## config.mk

```make
export PLATFORM = sky130hd
export DESIGN_NAME = pcie_rx_tlp_decode
export DESIGN_NICKNAME = d
export VERILOG_FILES = /design/src/rtl/pcie_rx_tlp_decode.sv
export SDC_FILE = /design/constraint.sdc
export NUM_CORES = 1
export LEC_CHECK = 0
export CORE_MARGIN = 2
export CORE_UTILIZATION = 35
export DETAILED_ROUTE_END_ITERATION = 12
export SYNTH_ARGS = -nofsm -noshare
export SYNTH_HDL_FRONTEND = slang
export SYNTH_SLANG_ARGS = --single-unit
```

## constraint.sdc

```tcl
create_clock -name clock_i -period 2.1 [get_ports clock_i]
set_input_delay 0.63 -clock clock_i [delete_from_list [all_inputs] [get_ports clock_i]]
set_output_delay 0.63 -clock clock_i [all_outputs]
set_load 0.02 [all_outputs]
```

## src/rtl/pcie_rx_tlp_decode.sv

```systemverilog
// pcie_rx_tlp_decode: turns the 64-bit RX TLP stream into register writes, read requests
// and 64-bit realigned completion data words.
module pcie_rx_tlp_decode #(
  parameter int ADDR_BITS = 10
) (
  input  logic                 clock_i,
  input  logic                 rst_n_i,
  input  logic                 rx_tvalid_i,
  input  logic                 rx_tlast_i,
  input  logic [63:0]          rx_tdata_i,
  output logic                 wr_valid_o,
  output logic [ADDR_BITS-1:0] wr_addr_o,
  output logic [31:0]          wr_data_o,
  output logic                 rd_valid_o,
  output logic [ADDR_BITS-1:0] rd_addr_o,
  output logic [7:0]           rd_tag_o,
  output logic [15:0]          rd_rid_o,
  output logic                 cpl_valid_o,
  output logic [7:0]           cpl_tag_o,
  output logic [63:0]          cpl_data_o,
  output logic                 cpl_last_o,
  output logic [15:0]          drop_count_o
);
  typedef enum logic [2:0] {IDLE, HDR1, WR2, CPL, DISCARD} state_e;
  state_e state_q, state_d, end_st;
  logic [1:0] fmt_q, fmt_d;
  logic [4:0] type_q, type_d;
  logic ep_q, ep_d;
  logic [9:0] len_q, len_d, cnt_q, cnt_d;
  logic [15:0] rid_q, rid_d, drop_q, drop_d;
  logic [7:0] tag_q, tag_d, rd_tag_q, rd_tag_d, cpl_tag_q, cpl_tag_d;
  logic [31:0] held_q, held_d, wr_data_q, wr_data_d;
  logic flush_q, flush_d, drop;
  logic wr_valid_q, wr_valid_d, rd_valid_q, rd_valid_d;
  logic cpl_valid_q, cpl_valid_d, cpl_last_q, cpl_last_d;
  logic [ADDR_BITS-1:0] wr_addr_q, wr_addr_d, rd_addr_q, rd_addr_d, beat_addr;
  logic [15:0] rd_rid_q, rd_rid_d;
  logic [63:0] cpl_data_q, cpl_data_d;
  logic is_mwr, is_mrd, is_cpl;
  assign beat_addr = rx_tdata_i[ADDR_BITS+1:2];
  assign end_st = rx_tlast_i ? IDLE : DISCARD;
  assign is_mwr = fmt_q == 2'd2 && type_q == 5'h00 && !ep_q && (len_q == 10'd1 || len_q == 10'd2);
  assign is_mrd = fmt_q == 2'd0 && type_q == 5'h00 && !ep_q && len_q == 10'd1;
  assign is_cpl = fmt_q == 2'd2 && type_q == 5'h0A && !ep_q;
  always_comb begin
    state_d = state_q;
    fmt_d = fmt_q;
    type_d = type_q;
    ep_d = ep_q;
    len_d = len_q;
    rid_d = rid_q;
    tag_d = tag_q;
    cnt_d = cnt_q;
    held_d = held_q;
    flush_d = 1'b0;
    drop = 1'b0;
    wr_valid_d = 1'b0;
    wr_addr_d = wr_addr_q;
    wr_data_d = wr_data_q;
    rd_valid_d = 1'b0;
    rd_addr_d = rd_addr_q;
    rd_tag_d = rd_tag_q;
    rd_rid_d = rd_rid_q;
    cpl_tag_d = cpl_tag_q;
    // A pending flush emits the odd trailing DW while IDLE consumes the next header beat
    cpl_valid_d = flush_q;
    cpl_last_d = flush_q;
    cpl_data_d = flush_q ? {32'h0, held_q} : cpl_data_q;
    if (rx_tvalid_i) begin
      unique case (state_q)
        IDLE: begin
          fmt_d = rx_tdata_i[30:29];
          type_d = rx_tdata_i[28:24];
          ep_d = rx_tdata_i[14];
          len_d = rx_tdata_i[9:0];
          rid_d = rx_tdata_i[63:48];
          tag_d = rx_tdata_i[47:40];
          drop = rx_tlast_i;
          state_d = rx_tlast_i ? IDLE : HDR1;
        end
        HDR1: begin
          if (is_mwr) begin
            wr_valid_d = 1'b1;
            wr_addr_d = beat_addr;
            wr_data_d = rx_tdata_i[63:32];
            drop = len_q == 10'd2 && rx_tlast_i;
            state_d = len_q == 10'd1 ? end_st : (rx_tlast_i ? IDLE : WR2);
          end else if (is_mrd) begin
            rd_valid_d = 1'b1;
            rd_addr_d = beat_addr;
            rd_tag_d = tag_q;
            rd_rid_d = rid_q;
            state_d = end_st;
          end else if (is_cpl) begin
            held_d = rx_tdata_i[63:32];
            cpl_tag_d = rx_tdata_i[15:8];
            cnt_d = len_q - 10'd1;
            flush_d = len_q == 10'd1;
            drop = len_q != 10'd1 && rx_tlast_i;
            state_d = len_q == 10'd1 ? end_st : (rx_tlast_i ? IDLE : CPL);
          end else begin
            drop = 1'b1;
            state_d = end_st;
          end
        end
        WR2: begin
          wr_valid_d = 1'b1;
          wr_addr_d = wr_addr_q + 1'b1;
          wr_data_d = rx_tdata_i[31:0];
          state_d = end_st;
        end
        CPL: begin
          cpl_valid_d = 1'b1;
          cpl_data_d = {rx_tdata_i[31:0], held_q};
          held_d = rx_tdata_i[63:32];
          cnt_d = cnt_q - 10'd2;
          cpl_last_d = cnt_q == 10'd1;
          flush_d = cnt_q == 10'd2;
          drop = cnt_q > 10'd2 && rx_tlast_i;
          state_d = cnt_q <= 10'd2 ? end_st : (rx_tlast_i ? IDLE : CPL);
        end
        default: state_d = rx_tlast_i ? IDLE : DISCARD;
      endcase
    end
    drop_d = (drop && drop_q != 16'hFFFF) ? drop_q + 16'd1 : drop_q;
  end
  always_ff @(posedge clock_i or negedge rst_n_i) begin
    if (!rst_n_i) begin
      state_q <= IDLE;
      fmt_q <= '0;
      type_q <= '0;
      ep_q <= 1'b0;
      len_q <= '0;
      rid_q <= '0;
      tag_q <= '0;
      cnt_q <= '0;
      held_q <= '0;
      flush_q <= 1'b0;
      drop_q <= '0;
      wr_valid_q <= 1'b0;
      wr_addr_q <= '0;
      wr_data_q <= '0;
      rd_valid_q <= 1'b0;
      rd_addr_q <= '0;
      rd_tag_q <= '0;
      rd_rid_q <= '0;
      cpl_valid_q <= 1'b0;
      cpl_tag_q <= '0;
      cpl_data_q <= '0;
      cpl_last_q <= 1'b0;
    end else begin
      state_q <= state_d;
      fmt_q <= fmt_d;
      type_q <= type_d;
      ep_q <= ep_d;
      len_q <= len_d;
      rid_q <= rid_d;
      tag_q <= tag_d;
      cnt_q <= cnt_d;
      held_q <= held_d;
      flush_q <= flush_d;
      drop_q <= drop_d;
      wr_valid_q <= wr_valid_d;
      wr_addr_q <= wr_addr_d;
      wr_data_q <= wr_data_d;
      rd_valid_q <= rd_valid_d;
      rd_addr_q <= rd_addr_d;
      rd_tag_q <= rd_tag_d;
      rd_rid_q <= rd_rid_d;
      cpl_valid_q <= cpl_valid_d;
      cpl_tag_q <= cpl_tag_d;
      cpl_data_q <= cpl_data_d;
      cpl_last_q <= cpl_last_d;
    end
  end
  assign wr_valid_o = wr_valid_q;
  assign wr_addr_o = wr_addr_q;
  assign wr_data_o = wr_data_q;
  assign rd_valid_o = rd_valid_q;
  assign rd_addr_o = rd_addr_q;
  assign rd_tag_o = rd_tag_q;
  assign rd_rid_o = rd_rid_q;
  assign cpl_valid_o = cpl_valid_q;
  assign cpl_tag_o = cpl_tag_q;
  assign cpl_data_o = cpl_data_q;
  assign cpl_last_o = cpl_last_q;
  assign drop_count_o = drop_q;
endmodule

```

Yosys cells after proc, flatten, opt, wreduce, memory -nomap -nowiden:

Index checks and enable logic that the tools add are counted.

* register bits: 256
* output and inout port bits: 168
* logic and storage cells: 116

* add/subtract/negate cells: 4
* $lt $le $gt $ge: 2
* equality and inequality tests: 15
* multiplexer cells: 47
* bitwise logic cells: 2
* reductions and logical operators: 24

Operator list (number)
* 2-to-1 mux 64 bit: 3
* 2-to-1 mux 32 bit: 4
* one-hot mux 32 bit (2 select lines): 2
* 2-to-1 mux 10 bit: 4
* one-hot mux 10 bit (2 select lines): 2
* 2-to-1 mux 3 bit: 7
* equality test 10 x 1 -> 1 bit, second input constant: 2
* equality test 10 x 2 -> 1 bit, second input constant: 2
* 2-to-1 mux 1 bit: 19
* adder 16 x 1 -> 16 bit, second input constant: 1
* inequality test 16 bit, second input constant: 1
* logical AND 1 bit: 12
* adder 10 x 1 -> 10 bit, second input constant: 1
* greater-than comparator 10 x 2 -> 1 bit, second input constant: 1
* <= comparator 10 x 2 -> 1 bit, second input constant: 1
* inequality test 10 x 1 -> 1 bit, second input constant: 1
* AND reduction 5 bit: 2
* subtractor 10 x 1 -> 10 bit, second input constant: 1
* subtractor 10 x 2 -> 10 bit, second input constant: 1
* one-hot mux 3 bit (3 select lines): 1
* inequality test 2 bit, second input constant: 4
* equality test 3 x 2 -> 1 bit, second input constant: 2
* equality test 5 x 4 -> 1 bit, second input constant: 1
* logical NOT 5 bit: 1
* other kinds (14): 18

Depth between registers and ports, before layout:

* depth after elaboration: 9
* gate-level depth with buffers: 10

Worst setup path after synthesis:

No wires, ideal clock.

* kind: register -> register
* start point: reg len_q[1]
* end point: reg drop_q[1] (netlist: drop_count_o[1])
* library setup time: 0.128 ns
* arrival: 2.127 ns
* setup slack: -0.155 ns
* cell stages (with the launch flop): 9
* buffers on the path: 0
* path through: dfrtp_1 > inv_1 > ha_1 > nor2_1 > nor4bb_1 > a31oi_2 > a211oi_4 > nand2b_1 > mux2_1

* word-level cells in the longest chain between the ends: 8

RTL lines
* start: declaration: line 29 `logic [9:0] len_q, len_d, cnt_q, cnt_d;`
* start signal: assignment: line 156 `len_q <= len_d;`
* inequality test 10 x 1 -> 1 bit: line 99 `drop = len_q != 10'd1 && rx_tlast_i;`
* logical AND 1 bit: line 99
* 2-to-1 mux 1 bit: line 94 `end else if (is_cpl) begin`
* 2-to-1 mux 1 bit: line 88 `end else if (is_mrd) begin`
* 2-to-1 mux 1 bit (*): line 82 `if (is_mwr) begin`
* one-hot mux 1 bit (3 select lines) (*): line 70 `unique case (state_q)`
* 2-to-1 mux 1 bit (*): line 69 `if (rx_tvalid_i) begin`
* logical AND 1 bit (*): line 125 `drop_d = (drop && drop_q != 16'hFFFF) ? drop_q + 16'd1 : drop_q;`
* end signal: assignment: line 162 `drop_q <= drop_d;`
* end: declaration: line 30 `logic [15:0] rid_q, rid_d, drop_q, drop_d;`

Mark *: on every way between the ends. The rest lies on a longest branch, timed or not.
A chain may end at the register's enable or synchronous reset.

Worst setup path in the final report:

* start point: reg type_q[0]
* end point: reg drop_q[1] (netlist: drop_count_o[1])

* word-level cells in the longest chain between the ends: 9

RTL lines
* start: declaration: line 27 `logic [4:0] type_q, type_d;`
* start signal: assignment: line 154 `type_q <= type_d;`
* equality test 5 x 4 -> 1 bit or logical NOT 5 bit (tied branches): line 44, 42, 43
* logical AND 1 bit, on equally long branches (2 in series): line 44, 43
* 2-to-1 mux 1 bit or logical AND 1 bit (tied branches): line 94, 43
* 2-to-1 mux 1 bit: line 88
* 2-to-1 mux 1 bit (*): line 82
* one-hot mux 1 bit (3 select lines) (*): line 70
* 2-to-1 mux 1 bit (*): line 69
* logical AND 1 bit (*): line 125

Marks and branches as above.

==> impl_results.md <==
* YS warnings at 0
* Critical path's top delay family: simple AND/OR/NAND/NOR gates
* Root buf cell: clkbuf_16
* Vias per inst at 5.03
* Worst hold slack at around 0.47 ns
* Hold Crit Class: reg -> reg
* CTS tree: built
* TritonCTS Buffers at 30
* Final Cycle Share at 109%
* Clock sink count at around 260
* Row count at 64
* Number of distinct library cells after synthesis at 57
* Largest net degree at the start of global routing at between 50 and 60
* Mean post-synth cell area at ~11 µm²
* PortBufs at around 240
* Peak Freq at 0.437 GHz
* Number of synthesized register bits at 256
* Overall power at ~14 mW
* Post-synthesis async set-or-reset flop share at 100%
* Nets at between 1000 and 1500
* Synth Instances at slightly below 1000
* Die area at around 33000 µm²
* Wire per inst at about 20 µm
* Vias at ~8800
* Minimum clock period at approximately 2.3 ns
* Data arrival, critical path at ~2.7 ns
* Final setup violation count at 81
* GPL Wtd Cong at about 0.86
* Final instance area at approximately 17000 µm²
* Most frequent cells in the layout: dfrtp_1, nand2_1, dlygate4sd2_1
* RSZ-0062 raised after global routing: yes
* Area Growth Syn to Fin at 52.1%
* Chip height at approximately 180 µm
* Area after DPL at about 15000 µm²
* Required @ worst endpoint at approximately 2.6 ns
* Antenna Violating Nets Remaining at 0
* Initial antenna violation count at 2
* Pwr Density at around 850 nW/µm²
* Layout cells sized above 1 at 30.0%
* Post-synth EDFFs at 0
* Worst setup EP type: flop
* Status: finished with violations
* Ys flop type: dfrtp_1
* Commonest non-fill, non-tap cell in the layout: dfrtp_1
* Setup_tns at -8.72 ns
* Initial Utilization at between 30 and 40%
* MaxCap Viol Count at 0
* Post-DP HPWL at 22900 µm
* Die width at about 180 µm
* Core ar. at slightly above 30000 µm²
* Final Routed Wirelength at ~35000 µm
* Number of global-route vias before repair at 9046
* Drc violations at 0
* Pre-antenna DRT Iters at 4
* Leakage at approximately 8.4 nW
* Failing checks: negative setup slack
* Critical path, cell by cell: or4_4 -> nor4b_4 -> a2bb2oi_2 -> a211oi_4 -> buf_12 -> nand2b_4 -> mux2_4
* Post-Route Skew at about 0.019 ns
* Mapped Area at ~11000 µm²
* Startpoint Class: flop
* Post-synth net total at roughly 1000
* Slew HR at 68.0%
* Global Route Usage Sum at around a fifth
* Bufs on Longest Clock Path at 3
* Grt ovf at 0
* Final Max Slew Viols at 0
* First-pass GRT wire length at 52900 µm
* CP max FO at 8
* # IOs at 236
* Slowest cell on the critical path: or4_4
* Buffers plus inverters on the worst setup path at 1
* Final Hold Vio Count at 0
* CP max stage delay at between 0.5 and 0.6 ns
* Initial DRC Count at about 400
* WS Path Type: reg -> reg
* Fin worst setup slack at -0.189 ns
* Antenna cells at 0
* Clk Latency, worst-skew pair at 0.57 ns
* Clock slew at reported path FFs at 0.06 ns
* Least-Margin Pin Slew at approximately 0.48 ns
* Seq/Total Area, Yosys at between 50 and 60%
* Worst-case vdd ir drop at 0.000632 V
* Maximum level of the CTS H-tree at 1
==> worst paths after layout <==
path,start,to,slack (ns),cells after the start
worst max-delay path,type_q[0],drop_count_o[1],-0.19,7
worst min-delay path,held_q[2],held_q[2],0.47,2
worst max register to register,type_q[0],drop_count_o[1],-0.19,7
worst min register to register,held_q[2],held_q[2],0.47,2
max in group asynchronous,rst_n_i,rid_q[13],0.89,3
min in group asynchronous,rst_n_i,wr_data_o[17],0.56,2
==> metrics by stage <==
| stage | instances | setup WS (ns) | util [%] |
|---|---|---|---|
| 2_1_floorplan | 975 | -0.107 | - |
| 6_report | 1747 | -0.189 | 54.3 |
| 4_1_cts | 1733 | -0.206 | 52.6 |
| 5_1_grt | 1747 | -0.268 | 54.3 |
| 3_5_place_dp | 1653 | -0.480 | 47.9 |
| 3_3_place_gp | 1653 | -0.450 | 47.9 |
==> cell type report <==
class | count | area, µm²
Clock buffer | 42 | 876
Tap cell | 396 | 495
Multi-Input combinational cell | 659 | 4910
Inverter | 11 | 53.8
Timing Repair Buffer | 372 | 3800
Clock inverter | 11 | 160
Sequential cell | 256 | 6410
Fill cell | 2728 | 14000
==> where the power goes <==
group / total [mW] / internal (mW) / leakage, nW / switching [mW]
Combinational: 2.88 / 1.47 / 4.64 / 1.41
Sequential: 6.03 / 5.56 / 3.26 / 0.475
Clock: 5.37 / 3.27 / 0.506 / 2.10
==> timing repair <==
action / 4_1_cts / 5_1_grt
gates cloned: 10 / 6
pin swaps: 10 / 39
resized for setup: 253 / 128
hold buffers: 1 / 0
hold endpoints to repair: 43 / 0
endpoints found under the setup margin: 261 / 122
setup buffers: 16 / 14
==> registers in the layout, indices dropped and copies added (netlist names) <==
| name | count |
|---|---|
| drop_count_o | 16 |
| wr_data_o | 32 |
| rd_rid_o | 16 |
| rd_addr_o | 10 |
| rid_q | 16 |
| tag_q | 8 |
| wr_addr_o | 10 |
| type_q | 5 |
| cnt_q | 10 |
| fmt_q | 2 |
| rd_valid_o | 1 |
| cpl_last_o | 1 |
| wr_valid_o | 1 |
| cpl_valid_o | 1 |
| held_q | 32 |
| cpl_tag_o | 8 |
| cpl_data_o | 64 |
| rd_tag_o | 8 |
| state_q | 3 |
| ep_q | 1 |
| flush_q | 1 |
| len_q | 10 |
==> kinds of logic after synthesis <==
kind of cell,share of synthesized area (%)
buf+inv,2.58
mux,14.9
simple gates,14.1
xor+xnor,1.60
flops,58.4
fa+ha+maj,0.684
compound gates,7.77
==> metal layers <==
metal	vias to the layer above	global-route usage (%)	part of all wire, %
met5	-	0	0.082
met3	57	5.52	6.8
li1	4088	-	-
met4	4	5.72	2.3
met2	250	33.8	47
met1	4390	27.1	44
==> Yosys cell counts, types with 11 or more instances <==
master	number	area share (%)
a21oi_1	24	1.1
clkbuf_1	32	1.1
dfrtp_1	256	58
inv_1	11	0.38
mux2_2	112	11
mux2i_1	33	3.0
nand2_1	226	7.7
nand3_1	15	0.68
nor2_1	22	0.75
o21ai_0	89	4.1
xor2_1	16	1.3
==> tightest hold or removal path: cells and delay by family, from the launching register on <==
family        cells  cell delay [ns]
flops             1             0.34
simple gates      2             0.10
(Power assumes the default switching activity.)
